==> src/rtl/uart_pkg.sv <==
// Shared UART receive definitions: FSM state encoding, oversampling constants, parity helper.
// Parity support is compiled in with UART_RX_PARITY_EN.
package uart_pkg;

  localparam int OVERSAMPLE = 16;
  localparam int MID_SAMPLE = 8;
  localparam int DATA_BITS  = 8;

`ifdef UART_RX_PARITY_EN
  typedef enum logic [2:0] {ST_IDLE, ST_START, ST_DATA, ST_PARITY, ST_STOP} rx_state_e;

  function automatic logic even_par_ok(input logic [7:0] dat, input logic par);
    return ~(^{dat, par});
  endfunction
`else
  typedef enum logic [2:0] {ST_IDLE, ST_START, ST_DATA, ST_STOP} rx_state_e;
`endif

endpackage

==> src/rtl/sync_fifo.sv <==
// Single-clock FIFO, combinational head read (zero read latency), write visible next cycle.
// Backpressure: wr_rdy_o drops when full unless a pop happens in the same cycle.
module sync_fifo #(
  parameter int WIDTH = 8,
  parameter int DEPTH = 8
) (
  input  logic             clk_i,
  input  logic             rst_i,
  input  logic             wr_vld_i,
  input  logic [WIDTH-1:0] wr_dat_i,
  output logic             wr_rdy_o,
  output logic             rd_vld_o,
  output logic [WIDTH-1:0] rd_dat_o,
  input  logic             rd_rdy_i
);

  localparam int AW = $clog2(DEPTH);

  logic [AW:0]      wr_ptr_q, wr_ptr_d;
  logic [AW:0]      rd_ptr_q, rd_ptr_d;
  logic [WIDTH-1:0] mem_q [DEPTH];
  logic             empty, full, rd_fire, wr_fire;

  // Extra MSB on each pointer tells a full ring apart from an empty one.
  assign empty = (wr_ptr_q == rd_ptr_q);
  assign full  = (wr_ptr_q[AW] != rd_ptr_q[AW]) && (wr_ptr_q[AW-1:0] == rd_ptr_q[AW-1:0]);

  assign rd_fire  = !empty && rd_rdy_i;
  assign wr_rdy_o = !full || rd_fire;
  assign wr_fire  = wr_vld_i && wr_rdy_o;

  assign rd_vld_o = !empty;
  assign rd_dat_o = empty ? '0 : mem_q[rd_ptr_q[AW-1:0]];

  always_comb begin
    wr_ptr_d = wr_ptr_q + {{AW{1'b0}}, wr_fire};
    rd_ptr_d = rd_ptr_q + {{AW{1'b0}}, rd_fire};
  end

  always_ff @(posedge clk_i or posedge rst_i) begin
    if (rst_i) begin
      wr_ptr_q <= '0;
      rd_ptr_q <= '0;
    end else begin
      wr_ptr_q <= wr_ptr_d;
      rd_ptr_q <= rd_ptr_d;
    end
  end

  always_ff @(posedge clk_i) begin
    if (wr_fire) mem_q[wr_ptr_q[AW-1:0]] <= wr_dat_i;
  end

endmodule

==> src/rtl/uart_rx_fifo.sv <==
// 16x-oversampled 8N1 UART receiver into a sync_fifo; byte pushed 1 cycle after stop sample, visible 1 cycle later.
// No backpressure on the line: a push into a full FIFO without a pop is dropped and flags overrun. Optional UART_RX_PARITY_EN.
module uart_rx_fifo
  import uart_pkg::*;
#(
  parameter int FIFO_DEPTH  = 8,
  parameter int SYNC_STAGES = 2
) (
  input  logic       clk_i,
  input  logic       rst_i,
  input  logic       rx_tick_i,
  input  logic       rx_i,
  output logic [7:0] rx_data_o,
  output logic       rx_valid_o,
  input  logic       rx_ready_i,
  output logic       frame_err_o,
  output logic       overrun_o,
  input  logic       clr_err_i
`ifdef UART_RX_PARITY_EN
  ,
  output logic       parity_err_o
`endif
);

  localparam logic [3:0] MID_LAST = 4'(MID_SAMPLE - 1);
  localparam logic [3:0] BIT_LAST = 4'(OVERSAMPLE - 1);
  localparam logic [2:0] IDX_LAST = 3'(DATA_BITS - 1);

  logic [SYNC_STAGES-1:0] sync_q, sync_d;
  rx_state_e              state_q, state_d;
  logic [3:0]             tick_q, tick_d;
  logic [2:0]             bit_q, bit_d;
  logic [7:0]             shift_q, shift_d;
  logic                   push_q, push_d;
  logic                   frame_err_q, frame_err_d;
  logic                   overrun_q, overrun_d;
  logic                   set_ferr, fifo_wr_rdy, rx_s;
`ifdef UART_RX_PARITY_EN
  logic                   par_ok_q, par_ok_d;
  logic                   parity_err_q, parity_err_d;
  logic                   set_perr;
`endif

  assign sync_d = {sync_q[SYNC_STAGES-2:0], rx_i};
  assign rx_s   = sync_q[SYNC_STAGES-1];

  always_comb begin
    state_d  = state_q;
    tick_d   = tick_q;
    bit_d    = bit_q;
    shift_d  = shift_q;
    push_d   = 1'b0;
    set_ferr = 1'b0;
`ifdef UART_RX_PARITY_EN
    par_ok_d = par_ok_q;
    set_perr = 1'b0;
`endif
    case (state_q)
      ST_IDLE: begin
        if (rx_tick_i && !rx_s) begin
          state_d = ST_START;
          tick_d  = '0;
        end
      end
      ST_START: begin
        if (rx_tick_i) begin
          if (tick_q == MID_LAST) begin
            tick_d  = '0;
            bit_d   = '0;
            // A start bit that is high again at mid-bit was a glitch.
            state_d = rx_s ? ST_IDLE : ST_DATA;
          end else begin
            tick_d = tick_q + 4'd1;
          end
        end
      end
      ST_DATA: begin
        if (rx_tick_i) begin
          if (tick_q == BIT_LAST) begin
            tick_d  = '0;
            shift_d = {rx_s, shift_q[7:1]};
            bit_d   = bit_q + 3'd1;
            if (bit_q == IDX_LAST) begin
`ifdef UART_RX_PARITY_EN
              state_d = ST_PARITY;
`else
              state_d = ST_STOP;
`endif
            end
          end else begin
            tick_d = tick_q + 4'd1;
          end
        end
      end
`ifdef UART_RX_PARITY_EN
      ST_PARITY: begin
        if (rx_tick_i) begin
          if (tick_q == BIT_LAST) begin
            tick_d   = '0;
            state_d  = ST_STOP;
            par_ok_d = even_par_ok(shift_q, rx_s);
            set_perr = !even_par_ok(shift_q, rx_s);
          end else begin
            tick_d = tick_q + 4'd1;
          end
        end
      end
`endif
      ST_STOP: begin
        if (rx_tick_i) begin
          if (tick_q == BIT_LAST) begin
            tick_d  = '0;
            state_d = ST_IDLE;
            if (rx_s) begin
`ifdef UART_RX_PARITY_EN
              push_d = par_ok_q;
`else
              push_d = 1'b1;
`endif
            end else begin
              set_ferr = 1'b1;
            end
          end else begin
            tick_d = tick_q + 4'd1;
          end
        end
      end
      default: state_d = ST_IDLE;
    endcase
  end

  // A fresh error event takes priority over a coincident clear.
  always_comb begin
    frame_err_d  = set_ferr | (frame_err_q & ~clr_err_i);
    overrun_d    = (push_q & ~fifo_wr_rdy) | (overrun_q & ~clr_err_i);
`ifdef UART_RX_PARITY_EN
    parity_err_d = set_perr | (parity_err_q & ~clr_err_i);
`endif
  end

  always_ff @(posedge clk_i or posedge rst_i) begin
    if (rst_i) begin
      sync_q       <= '1;
      state_q      <= ST_IDLE;
      tick_q       <= '0;
      bit_q        <= '0;
      shift_q      <= '0;
      push_q       <= 1'b0;
      frame_err_q  <= 1'b0;
      overrun_q    <= 1'b0;
`ifdef UART_RX_PARITY_EN
      par_ok_q     <= 1'b1;
      parity_err_q <= 1'b0;
`endif
    end else begin
      sync_q       <= sync_d;
      state_q      <= state_d;
      tick_q       <= tick_d;
      bit_q        <= bit_d;
      shift_q      <= shift_d;
      push_q       <= push_d;
      frame_err_q  <= frame_err_d;
      overrun_q    <= overrun_d;
`ifdef UART_RX_PARITY_EN
      par_ok_q     <= par_ok_d;
      parity_err_q <= parity_err_d;
`endif
    end
  end

  sync_fifo #(
    .WIDTH (8),
    .DEPTH (FIFO_DEPTH)
  ) u_fifo (
    .clk_i    (clk_i),
    .rst_i    (rst_i),
    .wr_vld_i (push_q),
    .wr_dat_i (shift_q),
    .wr_rdy_o (fifo_wr_rdy),
    .rd_vld_o (rx_valid_o),
    .rd_dat_o (rx_data_o),
    .rd_rdy_i (rx_ready_i)
  );

  assign frame_err_o  = frame_err_q;
  assign overrun_o    = overrun_q;
`ifdef UART_RX_PARITY_EN
  assign parity_err_o = parity_err_q;
`endif

endmodule

==> config.mk <==
export PLATFORM = sky130hd
export DESIGN_NAME = uart_rx_fifo
export DESIGN_NICKNAME = d
export VERILOG_FILES = /design/src/rtl/uart_pkg.sv /design/src/rtl/sync_fifo.sv /design/src/rtl/uart_rx_fifo.sv
export SDC_FILE = /design/constraint.sdc
export NUM_CORES = 1
export LEC_CHECK = 0
export BUFFER_PORTS_ARGS = -buffer_cell sky130_fd_sc_hd__buf_2
export CAP_MARGIN = 20
export CORE_ASPECT_RATIO = 1.4
export CORE_MARGIN = 2
export CORE_UTILIZATION = 45
export CTS_CLUSTER_DIAMETER = 60
export DETAILED_ROUTE_END_ITERATION = 8
export PLACE_DENSITY = 0.75
export RECOVER_POWER = 50
export SLEW_MARGIN = 10
export SYNTH_ARGS = -nofsm -noshare
export SYNTH_HDL_FRONTEND = slang
export SYNTH_SLANG_ARGS = --single-unit
==> constraint.sdc <==
create_clock -name clk_i -period 2 [get_ports clk_i]
set_input_delay 0.4 -clock clk_i [delete_from_list [all_inputs] [get_ports clk_i]]
set_output_delay 0.4 -clock clk_i [all_outputs]
set_load 0.03 [all_outputs]
# Word level (Yosys, flattened, before mapping)
# Memories as Yosys holds them, arrays and structs flattened.
# Cells that the tools add are included.
# classes
mux	32
eq_ne	18
n_addsub	4
bitwise_logic	7
reduce_logical	16
# ops
cell	n
2-to-1 mux 3 bit	12
2-to-1 mux 4 bit	5
!= test 2 bit (second input constant)	8
case mux 3 bit (4 select lines)	1
case mux 4 bit (3 select lines)	1
2-to-1 mux 1 bit	10
adder 4 x 1 -> 4 bit	2
2-to-1 mux 8 bit	1
AND reduction 8 bit	1
equality test 3 x 2 -> 1 bit (second input constant)	2
case mux 3 bit (2 select lines)	1
AND reduction 5 bit	1
adder 4 x 1 -> 4 bit (second input constant)	1
equality test 4 x 3 -> 1 bit (second input constant)	1
equality test 4 bit	1
equality test 4 bit (second input constant)	1
logical AND 1 bit	4
AND reduction 4 bit	1
adder 3 x 1 -> 3 bit (second input constant)	1
AND 1 bit	3
equality test 3 x 1 -> 1 bit (second input constant)	1
equality test 3 bit	1
equality test 3 bit (second input constant)	1
zero test 1 bit	3
other kinds (11)	13
# word_totals
ramBits	64
out_inout_bits	11
input_bits	6
reg_bits	31
n_memories	1
# mem_list
name	words	width	rd	rd_ports_with_merged_regs	write_ports	line_no	rtl
u_fifo.mem_q	8	8	1	0	1	sync_fifo.sv:21	logic [WIDTH-1:0] mem_q [DEPTH];

# Depth between registers and ports, before layout
# depth
ltp_word	7
ltp_mapped	8
mapped_depth_nobuf	6

# Cells and area by module
# A second synthesis with hierarchy kept.
# hier_totals
cells_unflattened	267
area_unflattened_um2	4095.2
# by_module_without_submodules
module	n_inst	seq_area_each_um2	area_each_um2	cells_per_inst
sync_fifo	1	2122.0	2982.9	178
uart_rx_fifo	1	553.0	1112.3	89

# Worst setup path before layout
# OpenSTA, ideal clock, no wires.
# synth_path
path_type	reg2reg
from	reg u_fifo.rd_ptr_q[0]
to	reg u_fifo.rd_ptr_q[2]
slack_ns	-0.102
t_required_ns	1.873
n_path_buf	1
stages_incl_launch_ff	8
arrival_time_ns	1.975
setup_time_ns	0.127
path_cell_list	dfrtp_1 > buf_4 > xnor2_1 > nand4_1 > and2_1 > ha_1 > ha_1 > xor2_1
# synth_via
elab_chain_len	4
# synth_lines
element	line_no	rtl
from (decl)	sync_fifo.sv:20	logic [AW:0] rd_ptr_q, rd_ptr_d;
from (signal assigned)	sync_fifo.sv:46	rd_ptr_q <= rd_ptr_d;
equality test 4 bit	sync_fifo.sv:25	assign empty = (wr_ptr_q == rd_ptr_q);
zero test 1 bit	--	
net rx_valid_o	uart_rx_fifo.sv:14	output logic rx_valid_o,
logical AND 1 bit	sync_fifo.sv:28	assign rd_fire = !empty && rd_rdy_i;
adder 4 x 1 -> 4 bit	sync_fifo.sv:37	rd_ptr_d = rd_ptr_q + {{AW{1'b0}}, rd_fire};
net u_fifo.rd_ptr_d[2]	sync_fifo.sv:20	
# The timed path passes the listed nets, and every way through them passes these cells.
# A chain may end at the register's enable or synchronous reset.

# Final worst setup path
# layout_path
from	reg u_fifo.rd_ptr_q[0]
to	out rx_data_o[2]
# layout_via
elab_chain_len	2
# layout_lines
element	line_no	rtl
memory read (8 x 8 bit) or equality test 4 bit (tied branches)	--	
2-to-1 mux 8 bit (*)	sync_fifo.sv:33	assign rd_dat_o = empty ? '0 : mem_q[rd_ptr_q[AW-1:0]];
to (decl)	uart_rx_fifo.sv:13	output logic [7:0] rx_data_o,
# Every way passes the cells marked *; elsewhere a longest branch is shown, timed or not.

==> impl_metrics.toml <==
[clock_tree]
cts_buffer_depth = 2
cell_chosen_for_the_clock_root = "sky130_fd_sc_hd__clkbuf_16"
cts_tree = "done"
cts_buffers = 9
cts.htree.levels = 3
clk_transition_reported_paths_ps = 60
worstSkewPairLatency_ps = 340
cts.sink_count = 94
post_cts_hold_buffer_count = 0

[timing]
post-route-worst-setup-slack_ps = -118
finClkSkew_ps = 6.56
worst-slew-pin-transition_ps = 1690
hold_viol = 0
tightest_slew_margin_relative_to_the_limit_pct = -12.4
finalCritPeriodShare_pct = 106
fmaxAchievable_mhz = 472
rsz_0062_raised_after_global_routing = "true"
period_needed_ps = 2120
report.final.setup_viol = 8
finalMaxSlewViolations = 31

[synthesis]
post_synth_instance_area_sq_um = 4000
ys_async_sr_fraction_pct = 31.9
synth.area.top_cells = "sky130_fd_sc_hd__edfxtp_1, sky130_fd_sc_hd__dfrtp_1, sky130_fd_sc_hd__mux2i_1"
syn-num-nets = 280
synth_cell_type_count = 45
postSynthAreaPerCell_sq_um = 15.0
yosys.area.top_type = "sky130_fd_sc_hd__edfxtp_1"
synth_flop_cell = "sky130_fd_sc_hd__edfxtp_1"
seq_cells_post_synth = 94
yosys-top-cells-count = "sky130_fd_sc_hd__edfxtp_1, sky130_fd_sc_hd__mux2i_1, sky130_fd_sc_hd__dfrtp_1"
synth_seq_area_share_pct = 67.0
synth_most_common_cell = "sky130_fd_sc_hd__edfxtp_1"
yosys_warnings = 0
synthDominantCellAreaShare_pct = 48.1
post_synth_inst_count = 267
synth_edf_count = 64

[placed_design]
io_buffers = 16
placed_cell_area_sq_um = 4290
finalWeightedCongestion = 0.822
dp_hpwl_mm = 5.19
pre_cts_slack_ps = 35.9

[global_route]
number_of_antenna_violations_at_the_first_check_in_global_routing = 0
number_of_global_route_vias_before_repair = 2366
gr-total-overflow = 0
grt_max_degree = 31
global_route_wire_length_before_repair_mm = 12.4
grt.total_usage_pct = 17.0

[run_status]
failing_checks = "capacitance limit, slew limit, setup timing"
status = "finished with violations"

[drt]
drcViolationCount = 0
detailedRoute.firstIterationViolations = 174
route.vias.total = 2291
routed_wirelength_mm = 7.58
via_per_inst = 5.57
postRouteAntennaNets = 0
post_drt_wl_per_cell_um = 18.4
drt_pre_antenna_iters = 4

[min_path]
hold_path.class = "in2reg"

[floorplan]
initial_core_util_pct = 46.4
die-width_um = 83.6
num_io_pins = 17
core_area_sq_um = 8610
die_outline_area_sq_um = 9660
core.rowCount = 40
chipHeight_um = 115

[worst_setup_path]
required_ps = 1600
cp_max_fo = 16
arrival_time_of_the_worst_setup_path_ps = 1720
crit_path_start_kind = "register"
critPathCaptureType = "output port"
crit_type = "reg2out"

[cells_and_area]
postLayoutCellArea_sq_um = 4780
design.final.nets = 314
post_layout_utilization_of_the_core_pct = 55.5
proportion_of_layout_cells_with_a_drive_suffix_above_1_pct = 27.5
num_antenna_cells = 0
layout-area-overhead-vs-synth_pct = 19.5

[power_and_ir_drop]
worst_ir_drop_vdd_mv = 1.19
power-per-cell-area_nw_per_um2 = 1380
p_leak_nw = 1.86

[job]
max-cap-violations = 1
-- critical path: stages, from the launching register on --
cell	delay, ps
sky130_fd_sc_hd__dfrtp_2	450
sky130_fd_sc_hd__buf_12	180
sky130_fd_sc_hd__mux2i_4	200
sky130_fd_sc_hd__a22oi_1	210
sky130_fd_sc_hd__and3_1	180
sky130_fd_sc_hd__buf_4	150
-- path summary, 6_finish.rpt --
| kind | start | to | slack (ps) | cells past startpoint |
|---|---|---|---|---|
| max | u_fifo.rd_ptr_q[0]$_DFF_PP0_ | rx_data_o[2] | -120 | 5 |
| min | rx_i | sync_q[0]$_DFF_PP1_ | 160 | 1 |
| max reg2reg | u_fifo.rd_ptr_q[0]$_DFF_PP0_ | u_fifo.mem_q[5][7]$_DFFE_PP_ | 160 | 6 |
| min reg2reg | sync_q[0]$_DFF_PP1_ | sync_q[1]$_DFF_PP1_ | 370 | 0 |
| max in group asynchronous | rst_i | u_fifo.rd_ptr_q[2]$_DFF_PP0_ | 260 | 3 |
| min in group asynchronous | rst_i | frame_err_o$_DFF_PP0_ | 640 | 3 |
-- flip-flops by register name, summed over array words and instances, names as in the netlist --
name	flops
bit_q	3
frame_err_o	1
overrun_o	1
push_q	1
shift_q	8
state_q	2
sync_q	2
tick_q	4
u_fifo.mem_q	64
u_fifo.rd_ptr_q	4
u_fifo.wr_ptr_q	4
-- cells in the final DEF, fill, tap and decap left out, types with 2 or more instances in the layout --
| cell | n |
|---|---|
| sky130_fd_sc_hd__and3_1 | 9 |
| sky130_fd_sc_hd__clkbuf_1 | 2 |
| sky130_fd_sc_hd__dfstp_2 | 2 |
| sky130_fd_sc_hd__a22oi_1 | 16 |
| sky130_fd_sc_hd__buf_6 | 3 |
| sky130_fd_sc_hd__inv_1 | 9 |
| sky130_fd_sc_hd__nand3_1 | 6 |
| sky130_fd_sc_hd__ha_1 | 6 |
| sky130_fd_sc_hd__o2111ai_1 | 2 |
| sky130_fd_sc_hd__buf_12 | 2 |
| sky130_fd_sc_hd__dfrtp_2 | 4 |
| sky130_fd_sc_hd__nand2_1 | 6 |
| sky130_fd_sc_hd__xnor2_1 | 3 |
| sky130_fd_sc_hd__o21ai_0 | 5 |
| sky130_fd_sc_hd__a21boi_0 | 2 |
| sky130_fd_sc_hd__a221oi_1 | 3 |
| sky130_fd_sc_hd__bufinv_16 | 4 |
| sky130_fd_sc_hd__mux2i_1 | 26 |
| sky130_fd_sc_hd__mux2_2 | 9 |
| sky130_fd_sc_hd__buf_2 | 10 |
| sky130_fd_sc_hd__dfrtp_1 | 24 |
| sky130_fd_sc_hd__nor2b_4 | 2 |
| sky130_fd_sc_hd__xor2_1 | 3 |
| sky130_fd_sc_hd__buf_4 | 21 |
| sky130_fd_sc_hd__mux2i_2 | 6 |
| sky130_fd_sc_hd__nor2_1 | 3 |
| sky130_fd_sc_hd__edfxtp_1 | 64 |
| sky130_fd_sc_hd__xnor2_2 | 3 |
| sky130_fd_sc_hd__nand4_1 | 4 |
| sky130_fd_sc_hd__clkbuf_16 | 9 |
| sky130_fd_sc_hd__a211oi_1 | 2 |
| sky130_fd_sc_hd__o21a_1 | 2 |
| sky130_fd_sc_hd__a21oi_1 | 10 |
-- stage by stage --
step	hold slack [ps]	setup TNS (ps)	total power [mW]	cells
after global routing	146	-1790	6.88	411
after floorplan	345	-129	3.86	267
final	159	-757	6.60	411
after detailed placement	353	0	4.30	392
after CTS	138	-865	6.53	409
after global placement	346	0	4.23	392
-- final cells by class --
cell class                      instances  area [sq um]
Inverter                                9          33.8
Timing Repair Buffer                   37           285
Tap cell                              105           131
Clock buffer                           10           229
Sequential cell                        94          2680
Clock inverter                          6           134
Multi-Input combinational cell        150          1280
Fill cell                             686          3830
-- metal layers --
metal | part of all wire [%] | track usage, % | vias up
met5 | 0 | 0 | -
met2 | 54 | 30.2 | 41
met1 | 42 | 20.5 | 1147
met4 | 0.82 | 7.74 | 0
met3 | 3.2 | 2.64 | 6
li1 | - | - | 1097
-- what timing repair did --
action / CTS / global route
resized for setup: 23 / 8
buffers inserted: 1 / 2
pin swaps: 0 / 1
setup endpoints to repair: 8 / 9
-- kinds of logic (layout without fill, tap and decap cells) --
logic type               Yosys count  count (layout)  synth area share, %
AO/OA/AOI/OAI                     50              50                 8.83
buffers and inverters             23              62                 3.16
flip-flops                        94              94                 67.0
multiplexers                      42              42                 10.8
adder cells (fa/ha/maj)            7               7                 2.19
XOR/XNOR                           9               9                 1.97
AND/OR/NAND/NOR                   42              42                 6.08
-- power breakdown --
group	switching [mW]	leakage [nW]	total (mW)	internal, mW
sequential	0.210	0.955	2.43	2.22
clock	0.686	0.177	2.03	1.35
combinational	1.16	0.732	2.13	0.972
Note: power is estimated with default switching activity, not from simulation.
